## src/rtl/spike_decoder_if.sv

```systemverilog
// Spike decoder bus: output-layer spike vectors in, classification result out.
// The slave side is the decoder; the master side is whoever drives the
// inference window (the neuron array and the result register block).
interface spike_decoder_if #(
  parameter int NUM_OUTPUTS = 10,
  parameter int CNT_WIDTH   = 8,
  parameter int IDX_WIDTH   = 4
);
  logic                   start;
  logic [CNT_WIDTH-1:0]   num_steps;
  logic                   spike_valid;
  logic [NUM_OUTPUTS-1:0] spike_in;
  logic                   spike_ready;
  logic                   busy;
  logic                   done;
  logic [IDX_WIDTH-1:0]   class_out;
  logic [CNT_WIDTH-1:0]   class_count;
  logic                   tie;

  modport master (
    output start, num_steps, spike_valid, spike_in,
    input  spike_ready, busy, done, class_out, class_count, tie
  );

  modport slave (
    input  start, num_steps, spike_valid, spike_in,
    output spike_ready, busy, done, class_out, class_count, tie
  );
endinterface

```

## src/rtl/spike_decoder.sv

```systemverilog
// Spike decoder: counts output-neuron spikes over a programmed number of
// timesteps, then walks the counters one index per cycle to find the argmax.
// The lowest index wins ties; the tie flag reports that the winning count
// is shared by at least one other neuron.
module spike_decoder #(
  parameter int NUM_OUTPUTS = 10,
  parameter int CNT_WIDTH   = 8,
  parameter int IDX_WIDTH   = 4
) (
  input  logic           wb_clk_i,
  input  logic           wb_rst_i,
  spike_decoder_if.slave bus
);

  typedef enum logic [1:0] {
    IDLE  = 2'd0,
    ACCUM = 2'd1,
    SCAN  = 2'd2,
    DONE  = 2'd3
  } state_t;

  localparam logic [IDX_WIDTH-1:0] LAST_IDX = IDX_WIDTH'(NUM_OUTPUTS - 1);
  localparam logic [CNT_WIDTH-1:0] CNT_ONE  = CNT_WIDTH'(1);

  state_t               r_state;
  state_t               w_nextState;

  logic [CNT_WIDTH-1:0] r_cnt [NUM_OUTPUTS];
  logic [CNT_WIDTH-1:0] r_step;
  logic [CNT_WIDTH-1:0] r_numSteps;
  logic [CNT_WIDTH-1:0] r_best;
  logic [IDX_WIDTH-1:0] r_bestIdx;
  logic [IDX_WIDTH-1:0] r_scanIdx;
  logic                 r_tie;

  logic                 w_startAccept;
  logic                 w_xfer;
  logic                 w_lastStep;
  logic                 w_lastIdx;
  logic [CNT_WIDTH-1:0] w_scanCnt;

  // Start is only honoured while no window is running.
  assign w_startAccept = bus.start && ((r_state == IDLE) || (r_state == DONE));
  assign w_xfer        = bus.spike_valid && (r_state == ACCUM);
  assign w_lastStep    = ((r_step + CNT_ONE) == r_numSteps);
  assign w_lastIdx     = (r_scanIdx == LAST_IDX);
  assign w_scanCnt     = r_cnt[r_scanIdx];

  // The result registers double as the running argmax during the scan.
  assign bus.class_out   = r_bestIdx;
  assign bus.class_count = r_best;
  assign bus.tie         = r_tie;

  // State register.
  always_ff @(posedge wb_clk_i) begin
    if (wb_rst_i) begin
      r_state <= IDLE;
    end else begin
      r_state <= w_nextState;
    end
  end

  // Next-state logic and state-decoded handshake/status outputs.
  always_comb begin
    w_nextState     = r_state;
    bus.spike_ready = 1'b0;
    bus.busy        = 1'b0;
    bus.done        = 1'b0;
    case (r_state)
      IDLE: begin
        if (w_startAccept) begin
          w_nextState = (bus.num_steps == '0) ? SCAN : ACCUM;
        end
      end
      ACCUM: begin
        bus.spike_ready = 1'b1;
        bus.busy        = 1'b1;
        if (w_xfer && w_lastStep) begin
          w_nextState = SCAN;
        end
      end
      SCAN: begin
        bus.busy = 1'b1;
        if (w_lastIdx) begin
          w_nextState = DONE;
        end
      end
      DONE: begin
        bus.done = 1'b1;
        if (w_startAccept) begin
          w_nextState = (bus.num_steps == '0) ? SCAN : ACCUM;
        end
      end
      default: begin
        w_nextState = IDLE;
      end
    endcase
  end

  // Counters, step tracking and the sequential argmax scan.
  always_ff @(posedge wb_clk_i) begin
    if (wb_rst_i) begin
      for (int i = 0; i < NUM_OUTPUTS; i++) begin
        r_cnt[i] <= '0;
      end
      r_step     <= '0;
      r_numSteps <= '0;
      r_best     <= '0;
      r_bestIdx  <= '0;
      r_scanIdx  <= '0;
      r_tie      <= 1'b0;
    end else if (w_startAccept) begin
      for (int i = 0; i < NUM_OUTPUTS; i++) begin
        r_cnt[i] <= '0;
      end
      r_step     <= '0;
      r_numSteps <= bus.num_steps;
      r_best     <= '0;
      r_bestIdx  <= '0;
      r_scanIdx  <= '0;
      r_tie      <= 1'b0;
    end else begin
      case (r_state)
        ACCUM: begin
          if (w_xfer) begin
            for (int i = 0; i < NUM_OUTPUTS; i++) begin
              if (bus.spike_in[i] && (r_cnt[i] != '1)) begin
                r_cnt[i] <= r_cnt[i] + CNT_ONE;
              end
            end
            r_step <= r_step + CNT_ONE;
          end
        end
        SCAN: begin
          r_scanIdx <= w_lastIdx ? '0 : (r_scanIdx + IDX_WIDTH'(1));
          if (r_scanIdx == '0) begin
            r_best    <= w_scanCnt;
            r_bestIdx <= '0;
            r_tie     <= 1'b0;
          end else if (w_scanCnt > r_best) begin
            r_best    <= w_scanCnt;
            r_bestIdx <= r_scanIdx;
            r_tie     <= 1'b0;
          end else if (w_scanCnt == r_best) begin
            r_tie <= 1'b1;
          end
        end
        default: begin
        end
      endcase
    end
  end

endmodule
```

## src/flat_wrapper.sv

```systemverilog
// flat-port wrapper written by rule: the top's interface ports become plain ports
module spike_decoder_flat 
#(
  parameter int NUM_OUTPUTS = 10,
  parameter int CNT_WIDTH   = 8,
  parameter int IDX_WIDTH   = 4
)
  (wb_clk_i, wb_rst_i, bus_start, bus_num_steps, bus_spike_valid, bus_spike_in, bus_spike_ready, bus_busy, bus_done, bus_class_out, bus_class_count, bus_tie);
  spike_decoder_if #(.NUM_OUTPUTS(NUM_OUTPUTS), .CNT_WIDTH(CNT_WIDTH), .IDX_WIDTH(IDX_WIDTH)) bus_i ();
  input  logic wb_clk_i;
  input  logic wb_rst_i;
  input wire logic [$bits(bus_i.start)-1:0] bus_start;
  input wire logic [$bits(bus_i.num_steps)-1:0] bus_num_steps;
  input wire logic [$bits(bus_i.spike_valid)-1:0] bus_spike_valid;
  input wire logic [$bits(bus_i.spike_in)-1:0] bus_spike_in;
  output wire logic [$bits(bus_i.spike_ready)-1:0] bus_spike_ready;
  output wire logic [$bits(bus_i.busy)-1:0] bus_busy;
  output wire logic [$bits(bus_i.done)-1:0] bus_done;
  output wire logic [$bits(bus_i.class_out)-1:0] bus_class_out;
  output wire logic [$bits(bus_i.class_count)-1:0] bus_class_count;
  output wire logic [$bits(bus_i.tie)-1:0] bus_tie;
  assign bus_i.start = bus_start;
  assign bus_i.num_steps = bus_num_steps;
  assign bus_i.spike_valid = bus_spike_valid;
  assign bus_i.spike_in = bus_spike_in;
  assign bus_spike_ready = bus_i.spike_ready;
  assign bus_busy = bus_i.busy;
  assign bus_done = bus_i.done;
  assign bus_class_out = bus_i.class_out;
  assign bus_class_count = bus_i.class_count;
  assign bus_tie = bus_i.tie;
  spike_decoder #(.NUM_OUTPUTS(NUM_OUTPUTS), .CNT_WIDTH(CNT_WIDTH), .IDX_WIDTH(IDX_WIDTH)) u_core (.wb_clk_i(wb_clk_i), .wb_rst_i(wb_rst_i), .bus(bus_i));
endmodule
```

## config.mk

```make
export PLATFORM = sky130hd
export DESIGN_NAME = spike_decoder_flat
export DESIGN_NICKNAME = d
export VERILOG_FILES = /design/src/rtl/spike_decoder_if.sv /design/src/rtl/spike_decoder.sv /design/src/flat_wrapper.sv
export SDC_FILE = /design/constraint.sdc
export NUM_CORES = 1
export LEC_CHECK = 0
export ABC_AREA = 1
export BUFFER_PORTS_ARGS = -buffer_cell sky130_fd_sc_hd__buf_2
export CAP_MARGIN = 30
export CORE_MARGIN = 2
export CORE_UTILIZATION = 45
export CTS_CLUSTER_SIZE = 30
export DETAILED_ROUTE_END_ITERATION = 10
export GPL_TIMING_DRIVEN = 0
export SLEW_MARGIN = 25
export SYNTH_ARGS = -nofsm -noshare
export SYNTH_HDL_FRONTEND = slang
export SYNTH_SLANG_ARGS = --single-unit
```

## constraint.sdc

```tcl
create_clock -name wb_clk_i -period 3.1 [get_ports wb_clk_i]
set_clock_uncertainty 0.2 [all_clocks]
set_input_delay 0.775 -clock wb_clk_i [delete_from_list [all_inputs] [get_ports wb_clk_i]]
set_output_delay 0.775 -clock wb_clk_i [all_outputs]
set_load 0.005 [all_outputs]
```

==> results.md <==
- Clock transition at path regs: 0.06 ns
- Part of the cycle the worst path needs: 0.9807
- Largest net degree at the start of global routing: 17
- Yosys top cell by area: edfxtp_1
- Post-synth EDFFs: 80
- Logic gate share of total power: 0.289
- Peak supply drop: 0.0004094 V
- Area growth syn-to-layout: 18.23%
- Placed inst area: 0.007277 mm^2
- Cell area after synthesis: 0.006857 mm^2
- Setup violators final: 0
- CP max FO: 10
- P_int: 4169 uW
- Number of global-route vias before repair: 5270
- Clk sink count: 119
- Sw frac: 0.3432
- Crit end category: flop
- Ys flop type: edfxtp_1
- Data required, critical path: 3.22 ns
- Distinct cell type count of the synthesized netlist: 42
- Die Height: 127.4 um
- Setup TNS: 0 ns
- Drt wl/cell: 14.35 um
- Avg Cell Area, Syn: 8.067 um^2
- Tightest Pin Transition: 0.6843 ns
- Core Area: 0.01503 mm^2
- CP startpoint kind: flop
- Gr ovfl total: 0
- Sequential area share after synthesis: 0.4642
- Post-layout minimum cycle time: 3.040 ns
- Pleak: 0.003363 uW
- Share of cells above drive strength 1: 0.1498
- Hold_ws: 0.2819 ns
- Die W: 127.4 um
- Rows: 45
- I/O pin count: 38
- Topmost layer with routed signal wires: met4
- Vias/cell: 5.156
- Vias post-DR: 5754
- TritonCTS clock tree: done
- Die area: 0.01624 mm^2
- Effective utilization at floorplan: 0.4561
- Num CTS Buffers: 17
- DR iter-0 viols: 351
- Placed cell count: 1075
- Worst rel slew slack: 0.5438
- Synth top cells by count: nor2_1, nand2_1, inv_1
- Asr flop ratio synth: 0
- Remaining DRCs: 0
- Routed wire length: 16020 um
- H-tree level count: 4
- Pwr Density: 783.1 mW/mm^2
- Share of the synthesized area in the top cell type: 0.3504
- All-layer global routing usage: 0.2040
- TritonRoute pass-1 iters: 7
- Critical path type: flop to flop
- RD Place Congestion: 0.8253
- Max capacitance violation total: 0
- Final Hold Viols: 0
- Max-slew violations: 0
- Met2 routed WL: 7251 um
- Post-DRT Antenna Nets: 0
- Synth warn: 0
- Post-DP HPWL: 11570 um
- Final instance area: 0.008107 mm^2
- Mapped Cells: 850
- Yosys reg bits: 119
- WL met1: 7861 um
- Fillers: 1431
- Layout Nets: 959
- Clock power share: 0.330
- Root buffer cell: clkbuf_16
- Post-synth net total: 894
- Fmax: 328.9 MHz
- Outcome: finished clean
- Sw power: 2179 uW
- Post-CTS Hold Buffers: 0
- Clock Latency Late Sink: 0.42 ns
- CTS Buffer Depth: 2
- ANT cells: 0
- Non-Filler Instances: 1116
- Global-route wire length before repair: 25990 um
- Most common cell in the netlist: nor2_1
- Crit path DAT: 3.16 ns
- DR WL met3: 667 um
- Number of port buffers: 37
- Top post-synthesis cells by area: edfxtp_1, dfxtp_1, nor2_1, nand2_1, inv_1
- Seq pwr share: 0.382
- Worst hold path type: flop to flop
- Initial antenna violation count: 0
## registers in the layout, indices dropped and copies added, names as in the netlist, named ones only
signal                  cells
u_core.r_cnt               80
u_core.bus.tie              1
u_core.r_state              2
u_core.r_scanIdx            4
u_core.bus.class_out        4
u_core.bus.class_count      8
u_core.r_numSteps           8
u_core.r_step               8
## worst max-delay path: stages (launching register included)
cell and delay [ns]:
dfxtp_1 0.31, buf_6 0.14, inv_2 0.16, buf_4 0.22, nor2_1 0.06, o21ai_0 0.25, o221ai_1 0.17, nand2_1 0.15
inv_1 0.06, ha_1 0.17, inv_1 0.05, a21oi_1 0.07, o21ai_1 0.12, nand4_1 0.15, o211ai_1 0.15, nand2_2 0.10
buf_4 0.18, o21ai_0 0.16, nor2_1 0.06
## routing by layer
metal  up-vias  global-route usage
met3        20             0.04606
li1       2968                   -
met1      2633              0.2808
met2       133              0.3177
met4         0             0.07175
met5         -                   0
## cells in the final DEF, fill, tap and decap left out, types with 4 or more instances in the layout
master / count
clkbuf_16: 21
xor2_1: 15
nor3b_1: 16
nand2_1: 132
clkbuf_1: 6
o221ai_2: 4
ha_1: 20
xnor2_1: 5
nand3_4: 5
o21ai_1: 14
o211ai_1: 6
inv_1: 127
o22ai_1: 6
nor2_1: 133
buf_2: 39
edfxtp_1: 80
inv_2: 6
nand4_1: 5
nand3_1: 40
o21ai_0: 53
nor4_1: 4
a21oi_1: 52
o21ai_2: 7
buf_4: 14
dfxtp_1: 39
nand3_2: 7
nor3_1: 23
## power by group through the flow
stage               logic (uW)  registers (uW)  clock network [uW]
finish                    1830            2420                2090
global route              2060            2480                2190
CTS                       1690            2420                2120
detailed placement        1590            2450                   0
global placement          1580            2450                   0
floorplan                 1160            2350                   0
## timing repair
action	in CTS	in global routing
resized for setup	14	37
setup buffers	5	4
pin swaps	3	8
endpoints found under the setup margin	13	13
## metrics by stage
stage	setup slack (ns)	utilization	power (uW)
floorplan	0.5334	-	3510
global placement	-0.2150	0.4841	4026
detailed placement	-0.2305	0.4841	4037
CTS	0.009338	0.5309	6232
global route	-0.07894	0.5392	6728
finish	0.05969	0.5392	6348
## cell type report
| class | instances | area (um^2) | share of cell area |
|---|---|---|---|
| tap | 188 | 235.2 | 0.02902 |
| clock inverter | 7 | 71.32 | 0.008798 |
| inverter | 134 | 503.0 | 0.06205 |
| clock buffer | 25 | 570.5 | 0.07038 |
| buffer | 20 | 132.6 | 0.01636 |
| timing repair buffer | 46 | 252.7 | 0.03118 |
| multi-input combinational | 577 | 3158 | 0.3896 |
| sequential | 119 | 3183 | 0.3927 |
## cells by family (layout without fill, tap and decap cells)
kind of cell,count (synthesis),count (layout),synth area share
fa+ha+maj,22,22,0.04015
compound gates,154,154,0.1232
buf+inv,154,232,0.08796
xor+xnor,20,20,0.02555
simple gates,381,381,0.2589
flops,119,119,0.4642
## path summary, 6_finish.rpt
path / start / end / slack, ns / cells after the start
setup / recovery: flop / u_core.bus.class_out[3] / 0.06 / 18
setup reg to reg: flop / u_core.bus.class_out[3] / 0.06 / 18
hold / removal: u_core.bus.class_out[1] / u_core.bus.class_out[1] / 0.28 / 2
hold reg to reg: u_core.bus.class_out[1] / u_core.bus.class_out[1] / 0.28 / 2
(Power assumes the default switching activity.)
